### src/rtl/console_tx_ctrl.sv
// console_tx_ctrl
//   Console output scheduler. The CPU-side byte strobe fills a small FIFO.
//   Each queued byte is sent as an 8N1 UART frame: one start bit (0),
//   eight data bits LSB first, and one stop bit (1). Every bit lasts
//   CLK_DIV clocks. Occupancy, busy and a saturating drop counter let
//   firmware tell when console output has fully drained.
//
// Parameters
//   CLK_DIV   clock cycles per UART bit (2..65535)
//   FIFO_AW   FIFO address width, depth = 2**FIFO_AW
//
// Ports
//   clk          system clock, all logic on posedge
//   resetn       asynchronous active-low reset
//   out_byte     byte to transmit
//   out_byte_en  single-cycle write strobe for out_byte
//   full         FIFO holds 2**FIFO_AW entries
//   level        current FIFO occupancy (0..2**FIFO_AW)
//   busy         FIFO non-empty or frame in progress
//   drop_cnt     bytes discarded while full, saturates at 255
//   tx           UART serial output, idle high, registered
module console_tx_ctrl #(
    parameter int unsigned CLK_DIV = 104,
    parameter int unsigned FIFO_AW = 4
) (
    input  logic             clk,
    input  logic             resetn,
    input  logic [7:0]       out_byte,
    input  logic             out_byte_en,
    output logic             full,
    output logic [FIFO_AW:0] level,
    output logic             busy,
    output logic [7:0]       drop_cnt,
    output logic             tx
);

    localparam int unsigned       DEPTH     = 1 << FIFO_AW;
    localparam logic [15:0]       BAUD_LAST = 16'(CLK_DIV - 1);
    localparam logic [FIFO_AW:0]  LVL_FULL  = {1'b1, {FIFO_AW{1'b0}}};
    localparam logic [FIFO_AW:0]  LVL_ONE   = (FIFO_AW + 1)'(1);
    localparam logic [FIFO_AW-1:0] PTR_ONE  = (FIFO_AW)'(1);

    typedef enum logic [1:0] {
        IDLE  = 2'd0,
        START = 2'd1,
        DATA  = 2'd2,
        STOP  = 2'd3
    } state_t;

    state_t state, state_nxt;

    // FIFO storage and bookkeeping
    logic [7:0]         mem [DEPTH];
    logic [FIFO_AW-1:0] wr_ptr, rd_ptr;
    logic [FIFO_AW:0]   level_q;
    logic [7:0]         drop_q;

    // Serializer
    logic [15:0] baud, baud_nxt;
    logic [2:0]  bit_idx, bit_idx_nxt;
    logic [7:0]  shift, shift_nxt;
    logic        tx_q, tx_nxt;

    logic bit_end;
    logic push;
    logic pop;
    logic drop;
    logic not_empty;

    // full comes from the registered level, so a push while full is
    // dropped even if a pop frees a slot on the same edge.
    assign full      = (level_q == LVL_FULL);
    assign not_empty = (level_q != '0);
    assign push      = out_byte_en & ~full;
    assign drop      = out_byte_en & full;
    assign bit_end   = (baud == BAUD_LAST);

    // ------------------------------------------------------------------
    // FSM state register and serializer datapath registers
    // ------------------------------------------------------------------
    always_ff @(posedge clk or negedge resetn) begin
        if (!resetn) begin
            state   <= IDLE;
            baud    <= '0;
            bit_idx <= '0;
            shift   <= '0;
            tx_q    <= 1'b1;
        end else begin
            state   <= state_nxt;
            baud    <= baud_nxt;
            bit_idx <= bit_idx_nxt;
            shift   <= shift_nxt;
            tx_q    <= tx_nxt;
        end
    end

    // ------------------------------------------------------------------
    // Next-state, pop decision and next tx value
    // ------------------------------------------------------------------
    always_comb begin
        state_nxt   = state;
        baud_nxt    = baud;
        bit_idx_nxt = bit_idx;
        shift_nxt   = shift;
        pop         = 1'b0;
        tx_nxt      = 1'b1;

        // Baud counter free-runs through every non-idle bit and restarts
        // at each bit boundary, so state changes line up with it.
        if (state != IDLE) begin
            baud_nxt = bit_end ? '0 : baud + 16'd1;
        end

        case (state)
            IDLE: begin
                if (not_empty) begin
                    pop       = 1'b1;
                    shift_nxt = mem[rd_ptr];
                    baud_nxt  = '0;
                    state_nxt = START;
                end
            end
            START: begin
                if (bit_end) begin
                    bit_idx_nxt = '0;
                    state_nxt   = DATA;
                end
            end
            DATA: begin
                if (bit_end) begin
                    shift_nxt   = {1'b0, shift[7:1]};
                    bit_idx_nxt = bit_idx + 3'd1;
                    if (bit_idx == 3'd7) begin
                        state_nxt = STOP;
                    end
                end
            end
            STOP: begin
                // Chain straight into the next frame so back-to-back
                // bytes leave no idle gap on the line.
                if (bit_end) begin
                    if (not_empty) begin
                        pop       = 1'b1;
                        shift_nxt = mem[rd_ptr];
                        state_nxt = START;
                    end else begin
                        state_nxt = IDLE;
                    end
                end
            end
            default: begin
                state_nxt = IDLE;
            end
        endcase

        // tx is registered: derive it from where the FSM is going so the
        // line level changes on the same edge as the state.
        case (state_nxt)
            START:   tx_nxt = 1'b0;
            DATA:    tx_nxt = shift_nxt[0];
            default: tx_nxt = 1'b1;
        endcase
    end

    // ------------------------------------------------------------------
    // FIFO pointers, occupancy and drop counter
    // ------------------------------------------------------------------
    always_ff @(posedge clk or negedge resetn) begin
        if (!resetn) begin
            wr_ptr  <= '0;
            rd_ptr  <= '0;
            level_q <= '0;
            drop_q  <= '0;
        end else begin
            if (push) begin
                wr_ptr <= wr_ptr + PTR_ONE;
            end
            if (pop) begin
                rd_ptr <= rd_ptr + PTR_ONE;
            end
            case ({push, pop})
                2'b10:   level_q <= level_q + LVL_ONE;
                2'b01:   level_q <= level_q - LVL_ONE;
                default: level_q <= level_q;
            endcase
            if (drop && (drop_q != 8'hFF)) begin
                drop_q <= drop_q + 8'd1;
            end
        end
    end

    // Storage needs no reset; only entries below level are ever read.
    always_ff @(posedge clk) begin
        if (push) begin
            mem[wr_ptr] <= out_byte;
        end
    end

    assign level    = level_q;
    assign drop_cnt = drop_q;
    assign busy     = (state != IDLE) | not_empty;
    assign tx       = tx_q;

endmodule

### config.mk
export PLATFORM = sky130hd
export DESIGN_NAME = console_tx_ctrl
export DESIGN_NICKNAME = d
export VERILOG_FILES = /design/src/rtl/console_tx_ctrl.sv
export SDC_FILE = /design/constraint.sdc
export NUM_CORES = 1
export LEC_CHECK = 0
export BUFFER_PORTS_ARGS = -buffer_cell sky130_fd_sc_hd__buf_2
export CORE_MARGIN = 2
export CORE_UTILIZATION = 45
export CTS_CLUSTER_SIZE = 28
export DETAILED_ROUTE_END_ITERATION = 16
export HOLD_SLACK_MARGIN = 0.05
export PLACE_DENSITY = 0.59
export SETUP_SLACK_MARGIN = 0.1
export SYNTH_ARGS = -nofsm -noshare
export SYNTH_HDL_FRONTEND = slang
export SYNTH_SLANG_ARGS = --single-unit
### constraint.sdc
create_clock -name clk -period 3.9 [get_ports clk]
set_clock_uncertainty 0.1 [all_clocks]
set_input_delay 1.17 -clock clk [delete_from_list [all_inputs] [get_ports clk]]
set_output_delay 1.17 -clock clk [all_outputs]
set_load 0.03 [all_outputs]
==> results.yml, run 1 <==
routing:
  drc: 0
  vias_per_cell: 5.65
  drt_first_pass_iters: 5
  postRouteAntennaNets: 0
  drt_iter0_markers: 310
  routedWlPerCell_um: 19.1
  num_vias: 4394
  totalWireLength_um: 14900
clocking:
  cts_buffers: 17
  cts_root_buf: "clkbuf_16"
  clk_pin_slew_ns: 0.06
  ctsHoldBuffers: 0
  cts_resized: 0
  postCtsSetupRepairBufs: 0
  cts_tree: "done"
  cts_buffer_depth: 2
  clk_latency_ns: 0.43
  cts.sinks: 179
  cts-htree-levels: 4
cells_and_area:
  fill_cells: 1364
  nets: 575
  stdcell_area_sq_mm: 0.00872
  area_growth_pct: 13.7
  drive_gt1_frac: 0.220
  diodes: 0
setup_path:
  crit_path_frequent_cell: "inv_1"
  r2r_setup_slack_ns: 0.54
  arrival_ns: 2.17
  critPathMaxStageDelay_ns: 0.47
  timing.rr.start: "baud[7]"
  start_kind: "flip-flop"
  critPathKind: "reg2out"
  cp_slowest_cell: "dfrtp_1"
  path_max_fanout: 8
  r2r_end: "level[4]"
  required_ns: 2.63
  cp-end-kind: "output pin"
  r2r_cells: 11
  cp_cell_sequence: "inv_1 -> ha_1 -> inv_1 -> nor3_1 -> inv_1 -> buf_2"
placed_design:
  place_area_sq_mm: 0.00817
  gp_congestion: 0.806
  hpwl_um: 9980
  port_buffers: 26
global_route:
  grt_overflow: 0
  first_global_vias: 4491
  antenna_found_initial: 0
  grt_pass1_wl_um: 24200
  grt_usage: 0.178
  grt_max_degree: 43
pwr:
  p_leak_nw: 3.20
  power.internal_mw: 4.01
  peakVddDrop_uv: 518
  powerDensity_mw_per_mm2: 688
  p_seq_frac: 0.438
  p_switching_mw: 1.99
  p_comb_frac: 0.292
  p_sw_frac: 0.332
  clkPwrFrac: 0.269
die:
  start_util: 0.461
  core_region_area_sq_mm: 0.0166
  die-area_sq_mm: 0.0181
  die_y_um: 135
  die_w_um: 135
  ios: 27
  std_cell_rows: 47
synth:
  synth_simple_gate_area_frac: 0.0843
  syn_area_per_cell_sq_um: 15.4
  ys_ff_latch: 179
  synth_top_family_by_area: "multiplexers"
  yosys.area_share.adder: 0.0320
  synth-async-reset-ratio: 0.285
  synth_edf_count: 128
  synthMuxAreaShare: 0.110
  synth_area_sq_mm: 0.00767
  ys_types: 51
  ys.flop_type: "edfxtp_1"
  synth_compound_area_frac: 0.0655
  synth_nets: 528
  synth_xor_area_frac: 0.0240
  synth-seq-area-share: 0.667
  synth_warnings: 0
  synthCells: 498
timing:
  period_needed_ns: 3.44
  drv_slew: 0
  rsz0062_at_grt: "false"
  hold_viol_final: 0
  fin_crit_sh: 0.881
  tightestPinTransition_ns: 0.958
  maxSlewHeadroom: 0.362
  fmax_mhz: 291
  final.setup.tns_ns: 0
  setup_viol: 0
worst_hold_path:
  min_from: "shift[4]"
  min_path_cells: 2
  hold_end: "shift[3]"
  min_path_type: "reg2reg"
status:
  status: "complete, no violations"
run:
  drv_cap: 0
synthesized netlist by cell type (2+ instances only):
library cell | instances | area [sq um]
a32o_1 | 3 | 30.0
or4_1 | 2 | 15.0
a211oi_1 | 9 | 67.6
xnor2_1 | 13 | 114
ha_1 | 18 | 225
nor4_1 | 2 | 12.5
dfrtp_1 | 50 | 1250
a21o_1 | 2 | 15.0
nand2_1 | 44 | 165
a32oi_1 | 6 | 52.6
a21oi_1 | 16 | 80.1
or4_4 | 2 | 22.5
nor3_1 | 10 | 50.1
nand4_1 | 9 | 56.3
o31ai_1 | 3 | 22.5
and3_1 | 4 | 25.0
o21ai_0 | 27 | 135
buf_1 | 3 | 11.3
mux2_2 | 2 | 22.5
nor2_1 | 23 | 86.3
xor2_1 | 8 | 70.1
mux4_2 | 32 | 721
nand2b_1 | 7 | 43.8
clkbuf_1 | 13 | 48.8
nand3_1 | 9 | 45.0
inv_1 | 9 | 33.8
nor2b_1 | 8 | 50.1
a31oi_1 | 2 | 12.5
mux2i_1 | 9 | 90.1
buf_2 | 5 | 25.0
edfxtp_1 | 128 | 3840
sequential cells by signal, summed over array words and instances (netlist names):
signal and count:
tx 1, wr_ptr 4, bit_idx 3, state 2, rd_ptr 4, baud 16, drop_cnt 8, mem 128
shift 8, level 5
cell type report:
type                            instances  area (sq um)  area share
Clock inverter                         12           123      0.0141
Clock buffer                           20           437      0.0501
Timing Repair Buffer                   50           310      0.0356
Multi-Input combinational cell        288          2420       0.278
Sequential cell                       179          5120       0.587
Inverter                                9          33.8     0.00387
Tap cell                              220           275      0.0316
through the flow:
stage / total power [mW] / worst slack (ns) / instances / hold slack, ns / util
floorplan: 3.90 / 0.527 / 498 / 0.346 / -
global placement: 4.40 / 0.582 / 746 / 0.359 / 0.491
detailed placement: 4.44 / 0.517 / 746 / 0.363 / 0.491
CTS: 6.07 / 0.467 / 778 / 0.383 / 0.524
global route: 6.33 / 0.288 / 778 / 0.411 / 0.524
finish: 6.00 / 0.464 / 778 / 0.383 / 0.524
how the worst max path moves through the flow:
| stage | from | cells after the start | end | slack, ns |
|---|---|---|---|---|
| 2_1_floorplan | baud[7] | 12 | level[4] | 0.53 |
| 3_3_place_gp | baud[7] | 11 | level[4] | 0.58 |
| 3_5_place_dp | baud[7] | 11 | level[4] | 0.52 |
| 4_1_cts | state[1] | 6 | busy | 0.47 |
| 5_1_grt | state[1] | 6 | busy | 0.29 |
| 6_report | state[1] | 6 | busy | 0.46 |
metal layers:
layer | GRT usage | vias to the layer above | routed length [um]
met5 | 0 | - | 0
met4 | 0.0585 | 0 | 190
met3 | 0.0387 | 15 | 718
met2 | 0.289 | 115 | 7280
met1 | 0.243 | 2250 | 6690
li1 | - | 2014 | -
layout by cell type (no fill, tap or decap), drive strengths merged, types with 4 or more instances in the layout:
cell and n:
or4 4, dfrtp 50, xor2 8, nor2 23
nand2b 7, nand3 9, xnor2 13, inv 15
clkbuf 20, a211oi 9, a32oi 6, buf 50
ha 18, o21ai 27, mux2i 9, nand4 9
mux4 32, a21oi 18, o31ai 4, edfxtp 128
nor3 12, and3 4, nand2 44, nor2b 8
power by group through the flow:
stage | Combinational (mW) | Clock (mW) | Sequential, mW
final | 1.75 | 1.62 | 2.63
after CTS | 1.78 | 1.66 | 2.64
after global placement | 1.74 | 0 | 2.66
after global routing | 1.92 | 1.73 | 2.68
after floorplan | 1.32 | 0 | 2.58
after detailed placement | 1.77 | 0 | 2.67
critical path: cells and delay by family (launching register included):
kind                       cells  cell delay (ns)
buffers and inverters          4             0.71
adders and majority gates      1             0.31
and+or+nand+nor                1             0.26
DFF                            1             0.47
logic make-up after synthesis:
| family | after synthesis |
|---|---|
| flops | 179 |
| buf+inv | 31 |
| compound gates | 77 |
| mux | 44 |
| fa+ha+maj | 19 |
| xor+xnor | 21 |
| simple gates | 127 |
(Power assumes the default switching activity.)
==> inputs of run 2 (changes only) <==
Clock period 3.9 ns to 4.3 ns, I/O delays scaled along.
==> run 2 against run 1 <==
Via count fell by 1.7%. Power decreased by 9.2%. Worst setup slack better by 0.11 ns. Sequential power decreased by 7.6%. Largest power group unchanged. Wire length shrank 1.0%. Critical endpoint unchanged.
==> results.yml, run 2 (same netlist as run 1, synthesis figures left out) <==
global_route:
  antenna_found_initial: 1
  grt_busiest_layer: "met2"
  first_global_vias: 4201
  grt_usage: 0.175
  grt_overflow: 0
  gr-usage-met3: 0.0435
  grt_pass1_wl_um: 23400
  grtUsageMet1: 0.240
  grt_max_degree: 49
  use_met2: 0.281
timing:
  setup_viol: 0
  fmax_mhz: 268
  period_needed_ns: 3.73
  fin_crit_sh: 0.867
  final.setup.tns_ns: 0
  maxSlewHeadroom: 0.295
  setup_ws_ns: 0.572
  rsz0062_at_grt: "false"
  drv_slew: 0
  tightestPinTransition_ns: 1.06
  hold_viol_final: 0
cells_and_area:
  nets: 564
  largest_reg_flops: 128
  final_common_cell: "edfxtp_1"
  largestRegisters: "mem: 128 flops, baud: 16 flops"
  drive_gt1_frac: 0.208
  multi_input_area_sq_mm: 0.00242
  stdcell_area_sq_mm: 0.00865
  fill_cells: 1378
  area_growth_pct: 12.7
  diodes: 0
  ff_latch_area_sq_mm: 0.00512
  layout_common_cells: "edfxtp_1, dfrtp_1, nand2_1"
  regMostFlops: "mem"
  final_cells: 767
clocking:
  cts_buffers: 17
  ctsHoldBuffers: 0
  cts_resized: 0
  cts.sinks: 179
  cts_tree: "done"
  cts_root_buf: "clkbuf_16"
  cts_buffer_depth: 2
  clk_pin_slew_ns: 0.07
  clk_latency_ns: 0.43
  cts-htree-levels: 4
  postCtsSetupRepairBufs: 0
pwr:
  p_comb_frac: 0.280
  p_switching_mw: 1.82
  clkPwrFrac: 0.275
  power.internal_mw: 3.63
  peakVddDrop_uv: 348
  p_seq_frac: 0.445
  powerDensity_mw_per_mm2: 630
  p_leak_nw: 3.16
  p_sw_frac: 0.334
run:
  drv_cap: 0
routing:
  postRouteAntennaNets: 0
  drt_iter0_markers: 322
  num_vias: 4319
  drt_first_pass_iters: 5
  totalWireLength_um: 14700
  drc: 0
  routedWlPerCell_um: 19.2
  vias_per_cell: 5.63
setup_path:
  r2r_setup_slack_ns: 0.79
  critPathKind: "reg2out"
  cp-end-kind: "output pin"
  path_max_fanout: 12
  cp-startpoint: "state[1]"
  required_ns: 2.91
  timing.rr.start: "baud[7]"
  start_kind: "flip-flop"
  r2r_cells: 12
  arrival_ns: 2.34
die:
  die-area_sq_mm: 0.0181
  std_cell_rows: 47
  die_y_um: 135
  core_region_area_sq_mm: 0.0166
  die_w_um: 135
  ios: 27
  start_util: 0.461
worst_hold_path:
  min_path_type: "reg2reg"
  min_path_cells: 2
  min_from: "shift[7]"
placed_design:
  gp_congestion: 0.802
  dp.cells: 735
  pre_cts_ws_ns: 0.800
  place_area_sq_mm: 0.00808
  hpwl_um: 9750
  port_buffers: 26
status:
  status: "complete, no violations"
## run 2: routing by layer
metal,part of all wire,vias to the layer above
met5,0.00088,-
met4,0.012,2
met3,0.041,21
met2,0.49,100
met1,0.46,2198
li1,-,1998
## run 2: per-stage QoR
| stage | hold slack [ns] | utilization | power (mW) |
|---|---|---|---|
| floorplan | 0.346 | - | 3.53 |
| global placement | 0.359 | 0.486 | 3.97 |
| detailed placement | 0.366 | 0.486 | 4.01 |
| CTS | 0.383 | 0.520 | 5.52 |
| global route | 0.417 | 0.520 | 5.76 |
| finish | 0.384 | 0.520 | 5.45 |
## run 2: layout make-up
class / count / share of cell area
clock buffers: 19 / 0.0500
multi-input cells: 288 / 0.280
repair buffers: 39 / 0.0263
clock inverters: 13 / 0.0156
flip-flops and latches: 179 / 0.592
inverters: 9 / 0.00391
well taps: 220 / 0.0318
## run 2: final timing paths
check | end
hold reg to reg | shift[6]
setup / recovery | busy
hold / removal | shift[6]
min in group asynchronous | drop_cnt[4]
max in group asynchronous | rd_ptr[0]
setup reg to reg | level[4]
## run 2: critical path, stage by stage (launching register included)
cell     delay [ns]
dfrtp_1        0.46
inv_1          0.16
ha_1           0.33
inv_1          0.15
nor3_1         0.21
buf_4          0.22
inv_1          0.16
buf_2          0.21
## run 2: power by group through the flow
stage / combinational [mW] / clock (mW) / sequential, mW
CTS: 1.55 / 1.53 / 2.43
global route: 1.68 / 1.60 / 2.47
detailed placement: 1.54 / 0 / 2.47
global placement: 1.51 / 0 / 2.46
finish: 1.53 / 1.50 / 2.43
floorplan: 1.20 / 0 / 2.34
==> inputs of run 3 (changes only) <==
Settings changed: CTS_BUF_LIST set to sky130_fd_sc_hd__clkbuf_16.
==> run 3 against run 2 <==
Cell count unchanged. Register-to-register slack about the same. First-iteration DRC count rose by 0.62%. Die area is the same. Clock power barely moved. Global-route usage unchanged. Power hardly changed. Largest power group unchanged. Highest routed layer unchanged.
==> results.yml, run 3 (same netlist as run 1, synthesis figures left out) <==
setup_path:
  cp_cell_sequence: "inv_1 -> ha_1 -> inv_1 -> nor3_1 -> buf_4 -> inv_1 -> buf_2"
  crit_path_frequent_cell: "inv_1"
  arrival_ns: 2.34
  r2r_cells: 12
  r2r_end: "level[4]"
  critPathKind: "reg2out"
  required_ns: 2.91
  critPathMaxStageDelay_ns: 0.46
  start_kind: "flip-flop"
  cp_slowest_cell: "dfrtp_1"
  cp-end-kind: "output pin"
  path_max_fanout: 12
  timing.rr.start: "baud[7]"
  r2r_setup_slack_ns: 0.79
routing:
  num_vias: 4322
  totalWireLength_um: 14700
  drt_iter0_markers: 324
  drt_first_pass_iters: 5
  postRouteAntennaNets: 0
  routedWlPerCell_um: 19.2
  vias_per_cell: 5.63
  drc: 0
timing:
  setup_viol: 0
  hold_viol_final: 0
  tightestPinTransition_ns: 1.06
  drv_slew: 0
  maxSlewHeadroom: 0.295
  whs_ns: 0.384
  fin_crit_sh: 0.867
  final.setup.tns_ns: 0
  period_needed_ns: 3.73
  rsz0062_at_grt: "false"
  fmax_mhz: 268
placed_design:
  port_buffers: 26
  gp_congestion: 0.802
  hpwl_um: 9750
  dp.cells: 735
cells_and_area:
  drive_gt1_frac: 0.208
  nets: 564
  diodes: 0
  regMostFlops: "mem"
  final_util: 0.520
  final_cells: 767
  area_growth_pct: 12.7
  layout_common_cells: "edfxtp_1, dfrtp_1, nand2_1"
  largestRegisters: "mem: 128 flops, baud: 16 flops"
  largest_reg_flops: 128
  final_common_cell: "edfxtp_1"
worst_hold_path:
  min_path_type: "reg2reg"
  min_from: "shift[7]"
  hold_end: "shift[6]"
  min_path_cells: 2
die:
  std_cell_rows: 47
  die_w_um: 135
  start_util: 0.461
  core_region_area_sq_mm: 0.0166
  die-area_sq_mm: 0.0181
  ios: 27
  die_y_um: 135
clocking:
  clk_latency_ns: 0.43
  cts_buffer_depth: 2
  postCtsSetupRepairBufs: 0
  clk_pin_slew_ns: 0.07
  cts-htree-levels: 4
  cts.sinks: 179
  cts_tree: "done"
  cts_buffers: 17
  cts_root_buf: "clkbuf_16"
  ctsHoldBuffers: 0
  cts_resized: 0
status:
  status: "complete, no violations"
global_route:
  grt_usage: 0.175
  grt_max_degree: 49
  grt_overflow: 0
  first_global_vias: 4201
  antenna_found_initial: 1
  grt_pass1_wl_um: 23400
pwr:
  powerDensity_mw_per_mm2: 630
  finalPower_mw: 5.45
  p_leak_nw: 3.17
  peakVddDrop_uv: 347
run:
  drv_cap: 0
==> run 3: layer usage <==
layer  up-vias  track usage  part of all wire
met5         -            0           0.00088
met4         2       0.0526             0.012
met3        21       0.0435             0.041
met2       100        0.281              0.49
met1      2201        0.240              0.46
li1       1998            -                 -
==> run 3: worst max-delay path by stage <==
stage | startpoint | depth (start not counted) | end
floorplan | baud[7] | 12 | level[4]
CTS | state[1] | 7 | busy
global placement | baud[7] | 12 | level[4]
finish | state[1] | 7 | busy
detailed placement | baud[7] | 12 | level[4]
global route | state[1] | 7 | busy
==> run 3: critical path, delay by kind of cell, from the launching register on <==
family        cells  cell delay [ns]
fa+ha+maj         1             0.33
simple gates      1             0.21
flops             1             0.46
buf+inv           5             0.90
==> run 3: stage by stage <==
step | area (sq um) | worst slack [ns]
after floorplan | 7670 | 0.927
after global placement | 8080 | 0.894
after detailed placement | 8080 | 0.800
after CTS | 8650 | 0.571
after global routing | 8650 | 0.404
final | 8650 | 0.572
==> run 3: area by class of cell <==
class / instances / area (sq um)
clock buffer: 17 / 425
clock inverter: 15 / 143
fill: 1378 / 7990
inverter: 9 / 33.8
multi-input combinational: 288 / 2420
sequential: 179 / 5120
tap: 220 / 275
timing repair buffer: 39 / 228
==> run 3: power by group <==
part | switching [mW] | internal [mW]
logic | 0.827 | 0.700
registers | 0.314 | 2.11
clock network | 0.680 | 0.815
